## src/rtl/alu_seq_pkg.sv

```systemverilog
// alu_seq_pkg
//   Shared constants and the sequencer state encoding for the ALU operand
//   sequencer and its register file.
//   Optional build macro used by the importing files: ALU_SEQ_DBG_READ_EN.
package alu_seq_pkg;

    localparam int DATA_W = 8;              // register / data width
    localparam int NREGS  = 4;              // register count
    localparam int ADDR_W = $clog2(NREGS);  // register index width
    localparam int ALU_W  = DATA_W + 1;     // ALU operand / result width

    typedef enum logic [1:0] {
        IDLE  = 2'd0,
        FETCH = 2'd1,
        EXEC  = 2'd2,
        WB    = 2'd3
    } state_e;

endpackage

```

## src/rtl/alu_seq_regfile.sv

```systemverilog
// alu_seq_regfile
//   NREGS x DATA_W register file: synchronous active-high reset, one write
//   port, two combinational read ports. A third combinational read port is
//   added when ALU_SEQ_DBG_READ_EN is defined.
// Ports:
//   clk_i, rst_i          clock, synchronous active-high reset
//   we_i/waddr_i/wdata_i  write port (takes effect at the rising edge)
//   raddr1_i/rdata1_o     read port 1 (combinational)
//   raddr2_i/rdata2_o     read port 2 (combinational)
//   dbg_addr_i/dbg_data_o debug read port (ALU_SEQ_DBG_READ_EN only)
module alu_seq_regfile
    import alu_seq_pkg::*;
(
    input  logic              clk_i,
    input  logic              rst_i,
    input  logic              we_i,
    input  logic [ADDR_W-1:0] waddr_i,
    input  logic [DATA_W-1:0] wdata_i,
    input  logic [ADDR_W-1:0] raddr1_i,
    output logic [DATA_W-1:0] rdata1_o,
`ifdef ALU_SEQ_DBG_READ_EN
    input  logic [ADDR_W-1:0] dbg_addr_i,
    output logic [DATA_W-1:0] dbg_data_o,
`endif
    input  logic [ADDR_W-1:0] raddr2_i,
    output logic [DATA_W-1:0] rdata2_o
);

    logic [NREGS-1:0][DATA_W-1:0] regs_q;

    always_ff @(posedge clk_i) begin
        if (rst_i) begin
            regs_q <= '0;
        end else if (we_i) begin
            regs_q[waddr_i] <= wdata_i;
        end
    end

    assign rdata1_o = regs_q[raddr1_i];
    assign rdata2_o = regs_q[raddr2_i];

`ifdef ALU_SEQ_DBG_READ_EN
    assign dbg_data_o = regs_q[dbg_addr_i];
`endif

endmodule

```

## src/rtl/alu_operand_sequencer.sv

```systemverilog
// alu_operand_sequencer
//   Sequences one operation at a time around an external combinational 9-bit
//   ALU: IDLE -> FETCH (register operands) -> EXEC (ALU settles) -> WB
//   (write result back, update flags, pulse done) -> IDLE.
//   Optional build macro ALU_SEQ_DBG_READ_EN adds a debug register read port.
// Ports:
//   clk, rst                       clock, synchronous active-high reset
//   cmd_valid/cmd_ready            command handshake (accepted only in IDLE)
//   cmd_rs1/cmd_rs2/cmd_rd         operand and destination register indices
//   cmd_use_carry                  1: cin = carry flag, 0: cin = 0
//   ld_en/ld_addr/ld_data          direct register load (IDLE only)
//   alu_a1/alu_a2/alu_cin          registered operands to the ALU
//   alu_o                          ALU result (bit 8 = carry out)
//   done                           one-cycle pulse during writeback
//   result/carry_flag/zero_flag    last writeback value and flags
//   dbg_addr/dbg_data              debug read (ALU_SEQ_DBG_READ_EN only)
module alu_operand_sequencer
    import alu_seq_pkg::*;
(
    input  logic              clk,
    input  logic              rst,
    input  logic              cmd_valid,
    output logic              cmd_ready,
    input  logic [ADDR_W-1:0] cmd_rs1,
    input  logic [ADDR_W-1:0] cmd_rs2,
    input  logic [ADDR_W-1:0] cmd_rd,
    input  logic              cmd_use_carry,
    input  logic              ld_en,
    input  logic [ADDR_W-1:0] ld_addr,
    input  logic [DATA_W-1:0] ld_data,
    output logic [ALU_W-1:0]  alu_a1,
    output logic [ALU_W-1:0]  alu_a2,
    output logic              alu_cin,
    input  logic [ALU_W-1:0]  alu_o,
`ifdef ALU_SEQ_DBG_READ_EN
    input  logic [ADDR_W-1:0] dbg_addr,
    output logic [DATA_W-1:0] dbg_data,
`endif
    output logic              done,
    output logic [DATA_W-1:0] result,
    output logic              carry_flag,
    output logic              zero_flag
);

    state_e            state_q, state_d;
    logic              accept;

    logic [ADDR_W-1:0] rs1_q, rs2_q, rd_q;
    logic              use_carry_q;

    logic [ALU_W-1:0]  a1_q, a2_q;
    logic              cin_q;
    logic [DATA_W-1:0] result_q;
    logic              carry_q, zero_q;

    logic              rf_we;
    logic [ADDR_W-1:0] rf_waddr;
    logic [DATA_W-1:0] rf_wdata;
    logic [DATA_W-1:0] rf_rdata1, rf_rdata2;

    // Next state and handshake. A load in IDLE blocks acceptance so the
    // load and the command never race for the register file.
    always_comb begin
        state_d   = state_q;
        cmd_ready = 1'b0;
        accept    = 1'b0;
        done      = 1'b0;
        case (state_q)
            IDLE: begin
                cmd_ready = !ld_en;
                if (cmd_valid && !ld_en) begin
                    accept  = 1'b1;
                    state_d = FETCH;
                end
            end
            FETCH: state_d = EXEC;
            EXEC:  state_d = WB;
            WB: begin
                done    = 1'b1;
                state_d = IDLE;
            end
            default: state_d = IDLE;
        endcase
    end

    always_ff @(posedge clk) begin
        if (rst) begin
            state_q     <= IDLE;
            rs1_q       <= '0;
            rs2_q       <= '0;
            rd_q        <= '0;
            use_carry_q <= 1'b0;
            a1_q        <= '0;
            a2_q        <= '0;
            cin_q       <= 1'b0;
            result_q    <= '0;
            carry_q     <= 1'b0;
            zero_q      <= 1'b0;
        end else begin
            state_q <= state_d;
            if (accept) begin
                rs1_q       <= cmd_rs1;
                rs2_q       <= cmd_rs2;
                rd_q        <= cmd_rd;
                use_carry_q <= cmd_use_carry;
            end
            // Operands are captured once and held until the next FETCH.
            if (state_q == FETCH) begin
                a1_q  <= {1'b0, rf_rdata1};
                a2_q  <= {1'b0, rf_rdata2};
                cin_q <= use_carry_q ? carry_q : 1'b0;
            end
            if (state_q == WB) begin
                result_q <= alu_o[DATA_W-1:0];
                carry_q  <= alu_o[DATA_W];
                zero_q   <= (alu_o[DATA_W-1:0] == '0);
            end
        end
    end

    // Single write port: WB and IDLE are exclusive, so writeback and load
    // never collide. Loads outside IDLE are dropped here.
    always_comb begin
        rf_we    = 1'b0;
        rf_waddr = ld_addr;
        rf_wdata = ld_data;
        if (state_q == WB) begin
            rf_we    = 1'b1;
            rf_waddr = rd_q;
            rf_wdata = alu_o[DATA_W-1:0];
        end else if (state_q == IDLE && ld_en) begin
            rf_we = 1'b1;
        end
    end

    alu_seq_regfile u_regfile (
        .clk_i      (clk),
        .rst_i      (rst),
        .we_i       (rf_we),
        .waddr_i    (rf_waddr),
        .wdata_i    (rf_wdata),
        .raddr1_i   (rs1_q),
        .rdata1_o   (rf_rdata1),
`ifdef ALU_SEQ_DBG_READ_EN
        .dbg_addr_i (dbg_addr),
        .dbg_data_o (dbg_data),
`endif
        .raddr2_i   (rs2_q),
        .rdata2_o   (rf_rdata2)
    );

    assign alu_a1     = a1_q;
    assign alu_a2     = a2_q;
    assign alu_cin    = cin_q;
    assign result     = result_q;
    assign carry_flag = carry_q;
    assign zero_flag  = zero_q;

endmodule
```

## config.mk

```make
export PLATFORM = sky130hd
export DESIGN_NAME = alu_operand_sequencer
export DESIGN_NICKNAME = d
export VERILOG_FILES = /design/src/rtl/alu_seq_pkg.sv /design/src/rtl/alu_seq_regfile.sv /design/src/rtl/alu_operand_sequencer.sv
export SDC_FILE = /design/constraint.sdc
export NUM_CORES = 1
export LEC_CHECK = 0
export ABC_AREA = 1
export BUFFER_PORTS_ARGS = -buffer_cell sky130_fd_sc_hd__buf_2
export CAP_MARGIN = 10
export CORE_MARGIN = 1.5
export CORE_UTILIZATION = 30
export CTS_BUF_LIST = sky130_fd_sc_hd__clkbuf_8
export CTS_CLUSTER_DIAMETER = 50
export DETAILED_ROUTE_END_ITERATION = 8
export PLACE_DENSITY = 0.46
export REMOVE_ABC_BUFFERS = 1
export SETUP_SLACK_MARGIN = 0.05
export SLEW_MARGIN = 25
export SYNTH_ARGS = -nofsm -noshare
export SYNTH_HDL_FRONTEND = slang
export SYNTH_SLANG_ARGS = --single-unit
```

## constraint.sdc

```tcl
create_clock -name clk -period 3.34 [get_ports clk]
set_input_delay 0.334 -clock clk [delete_from_list [all_inputs] [get_ports clk]]
set_output_delay 0.334 -clock clk [all_outputs]
set_load 0.05 [all_outputs]
```

======== Word-level counts from Yosys, hierarchy flattened ========
Index checks and enable logic that the tools add are counted.
word-level totals
  flip-flop bits (word level) ............. 68
  input bits .............................. 30
  output and inout port bits .............. 31
  logic and storage cells ................. 47
operators by class
  order comparisons ....................... 4
  eq/ne operators ......................... 4
  muxes and demuxes ....................... 18
  reduce and logical (&&, ||, !) cells .... 6
operators with widths
  operator                                                                             number
  8-bit binary-select mux with 2-bit select                                            2
  32-bit bitwise mux                                                                   1
  8-bit 2-to-1 mux                                                                     4
  8-bit demux with 2-bit select                                                        1
  2-bit by 3-bit less-than comparator with 1-bit output, second input constant         3
  8-bit logical NOT                                                                    1
  2-bit case mux with 4 select lines                                                   1
  1-bit 2-to-1 mux                                                                     7
  2-bit equality test, second input constant                                           2
  2-bit 2-to-1 mux                                                                     2
  1-bit logical AND                                                                    3
  2-bit by 1-bit equality test with 1-bit output, second input constant                1
  2-bit by 1-bit greater-or-equal comparator with 1-bit output, second input constant  1
  2-bit logical NOT                                                                    1
  2-bit inequality test, second input constant                                         1
  1-bit logical NOT                                                                    1

======== Depth between registers and ports, before layout ========
  word-level depth ........................ 7
  gate-level depth with buffers ........... 10
  mapped depth without buffers ............ 8

======== Cells and area by module ========
A second synthesis with hierarchy kept.
unflattened totals
  cell total of the unflattened synthesis .. 506
  area, all modules ....................... 3359.5 µm²
modules (own cells, without submodules)
  module                 times used  cells each  area an instance (µm²)  sequential area each (µm²)
  alu_seq_regfile        1           298         1809.2                  640.6
  alu_operand_sequencer  1           208         1550.2                  720.7

======== Worst setup path after synthesis ========
Ideal clock, no wire load.
  path type ............................... reg2reg
  start point ............................. reg state_q[0]
  end point ............................... reg rd_q[1]
  library setup time ...................... 0.129 ns
  data arrival time ....................... 1.914 ns
  required time ........................... 3.211 ns
  setup slack ............................. 1.297 ns
  stages on the path, launching flop included .. 9
  path buffers ............................ 1
  clock period less this slack ............ 2.043 ns
  path through ............................ dfxtp_1 > inv_1 > ha_1 > inv_1 > nor2_1 > nand2_1 > clkbuf_1 > o21ai_1 > a21oi_1
on the way
  cells in the longest elaborated chain, start to end .. 2
ends and longest elaborated chain
  element                 line                          source
  start, declared         alu_operand_sequencer.sv:45   state_e state_q, state_d;
  start signal, assigned  alu_operand_sequencer.sv:100  state_q <= state_d;
  2-bit logical NOT       alu_operand_sequencer.sv:68   case (state_q)
  1-bit 2-to-1 mux        alu_operand_sequencer.sv:68
  end signal, assigned    alu_operand_sequencer.sv:104  rd_q <= cmd_rd;
  end, declared           alu_operand_sequencer.sv:48   logic [ADDR_W-1:0] rs1_q, rs2_q, rd_q;
Every way passes these cells.
A chain may end at the register's enable or synchronous reset.

======== Worst setup path in the final report ========
  start point ............................. reg state_q[0]
  end point ............................... out cmd_ready
on the way
  cells in the longest elaborated chain, start to end .. 2
ends and longest elaborated chain
  element            line                         source
  2-bit logical NOT  alu_operand_sequencer.sv:68
  1-bit 2-to-1 mux   alu_operand_sequencer.sv:68
  end, declared      alu_operand_sequencer.sv:23  output logic cmd_ready,
Every way passes these cells.

==> flow_metrics.env <==
export IMPL_cap_violations=0
export IMPL_core_area_um2=11000
export IMPL_synth_seq_area_share=0.399
export IMPL_ir_drop_mv=0.396
export IMPL_worstSetupPathType="reg2out"
export IMPL_die_height_um=110
export IMPL_clk_latency_ns=0.35
export IMPL_critPathLaunchType="register"
export IMPL_worst_hold_path_num_cells=3
export IMPL_grt_max_degree=42
export IMPL_dr_pass1_iters=4
export IMPL_drc=0
export IMPL_synth_async_reset_ratio=0
export IMPL_drt_iter0_drc=141
export IMPL_reg2reg_from="state_q[0]$_SDFFE_PP0P_"
export IMPL_cts_sinks=68
export IMPL_port_buffers=58
export IMPL_hold_viol=0
export IMPL_yosysWarnings=0
export IMPL_finalCritPeriodShare=0.573
export IMPL_num_antenna_cells=0
export IMPL_routedWlPerCell_um=13.5
export IMPL_vias=3184
export IMPL_hold_class="in2reg"
export IMPL_synth_seq_cells=68
export IMPL_yosysTopAreaCell="dfxtp_1"
export IMPL_rsz0062_at_grt="no"
export IMPL_cts_max_level=3
export IMPL_place_area_um2=3730
export IMPL_gp_congestion=0.740
export IMPL_synth_distinct_cells=22
export IMPL_worstPathArrival_ns=1.58
export IMPL_fin_tns_setup_ns=0
export IMPL_worstMarginPinSlew_ns=0.769
export IMPL_crit_fanout=5
export IMPL_synth_top_area_frac=0.399
export IMPL_synth_common_cells="nand2_1, nor2_1, dfxtp_1"
export IMPL_required_ns=3.01
export IMPL_syn_area_per_cell_um2=6.58
export IMPL_cts_tree="done"
export IMPL_cts_resized_gates=0
export IMPL_holdPathEnd="rs1_q[0]$_SDFFE_PP0P_"
export IMPL_status="finished clean"
export IMPL_antenna_found_initial=0
export IMPL_place_hpwl_um=6090
export IMPL_r2r_cells=7
export IMPL_num_rows=38
export IMPL_synth_edf_count=0
export IMPL_clock_fmax_mhz=523
export IMPL_synth_cells=519
export IMPL_layout_drive_gt1_share=0.154
export IMPL_cts_setup_buffers=0
export IMPL_via_per_inst=4.52
export IMPL_min_period_ns=1.91
export IMPL_design_area_um2=3900
export IMPL_ctsRootBufferMaster="clkbuf_8"
export IMPL_slew_headroom=0.487
export IMPL_ys_flop_type="dfxtp_1"
export IMPL_die_area_um2=12000
export IMPL_grt_first_pass_wirelength_um=15400
export IMPL_end_kind="output pin"
export IMPL_ant_nets=0
export IMPL_finalMaxSlewViolations=0
export IMPL_cts_hold_buf=0
export IMPL_grt_ovfl_total=0
export IMPL_startpoint="state_q[0]$_SDFFE_PP0P_"
export IMPL_cts_buffer_depth=2
export IMPL_r2r_end="u_regfile.regs_q[6]$_SDFFE_PP0P_"
export IMPL_grt_pass1_vias=2978
export IMPL_yosysMostFrequentCell="nand2_1"
export IMPL_cts_buffers=9
export IMPL_io_pins=61
export IMPL_hold_ws_ns=0.237
export IMPL_r2r_slack_ns=1.50
export IMPL_hold_start="cmd_rs1[0]"
export IMPL_clk_pin_slew_ns=0.07
export IMPL_powerDensity_nw_per_um2=785
export IMPL_setup_violations=0
export IMPL_nFillCells=1215
export IMPL_netlist_area_um2=3420
export IMPL_leakage_uw=0.00195
export IMPL_area_growth_pct=14.1
export IMPL_grt_use_total=0.173
export IMPL_dieWidth_um=110
export IMPL_fin_skew_ns=0.00708
export IMPL_start_util=0.311
export IMPL_fin_nets=595
export IMPL_wirelength_um=9520
export IMPL_synth_area_leaders="dfxtp_1, nand2_1, nor2_1"
==> cells in the final DEF, fill, tap and decap left out <==
master,n
clkbuf_8,11
inv_2,3
conb_1,2
nand3_4,4
nand3_1,20
buf_4,2
nand2_8,1
or2_2,2
buf_2,58
ha_1,5
clkinv_1,1
nor2_1,106
a21oi_1,19
inv_1,59
clkinv_2,2
nand2_2,2
dfxtp_1,66
o211ai_1,32
o21ai_1,4
o21ai_0,5
nand2_1,158
dfxtp_2,2
==> critical path: stages (launching register included) <==
cell	delay [ns]
dfxtp_1	0.33
inv_1	0.12
ha_1	0.18
inv_1	0.05
nor2_1	0.22
buf_2	0.32
==> final cells by class <==
type                    count  area (um2)  area share
well taps                 140         175      0.0449
clock buffers              11         151      0.0388
clock inverters             4        17.5     0.00449
inverters                  61         229      0.0587
flip-flops and latches     68        1360       0.350
repair buffers             60         305      0.0783
multi-input cells         360        1660       0.425
==> power by group <==
group | internal [uW] | total, uW | leakage [uW] | switching [uW]
combinational | 355 | 1300 | 0.00130 | 949
sequential | 1010 | 1150 | 0.000556 | 138
clock | 298 | 608 | 0.0000976 | 310
total | 1660 | 3060 | 0.00195 | 1400
==> worst max-delay path by stage <==
stage	endpoint	slack (ns)	cells after the start
detailed placement	u_regfile.regs_q[6]$_SDFFE_PP0P_	1.52	7
global placement	rs1_q[1]$_SDFFE_PP0P_	1.53	4
finish	cmd_ready	1.43	5
CTS	cmd_ready	1.41	5
floorplan	rd_q[0]$_SDFFE_PP0P_	1.14	7
global route	u_regfile.regs_q[2]$_SDFFE_PP0P_	1.26	8
==> cells by family after synthesis <==
logic type,Yosys count,synth area share
AND/OR/NAND/NOR,293,0.353
buffers and inverters,92,0.118
flip-flops,68,0.399
AO/OA/AOI/OAI,60,0.111
adder cells (fa/ha/maj),5,0.0183
other,1,0.00110
==> sequential cells by signal (all words and copies together) (netlist names), 2 cells and up <==
register	cells
u_regfile.regs_q	32
alu_a2	8
state_q	2
rs2_q	2
result	8
rd_q	2
rs1_q	2
alu_a1	8
==> through the flow <==
stage               power [uW]  cells  worst slack (ns)   util
floorplan                 2140    489              1.14      -
global placement          2470    689              1.53  0.339
detailed placement        2480    689              1.52  0.340
CTS                       3100    704              1.41  0.355
global route              3300    704              1.26  0.355
finish                    3060    704              1.43  0.355
==> routing by layer <==
layer	part of all wire	up-vias	GRT usage
met1	0.50	1418	0.225
met2	0.44	73	0.279
met3	0.041	14	0.0391
met4	0.021	0	0.0640
li1	-	1679	-
met5	0	-	0
No activity file was read; power rests on OpenSTA's default activity.
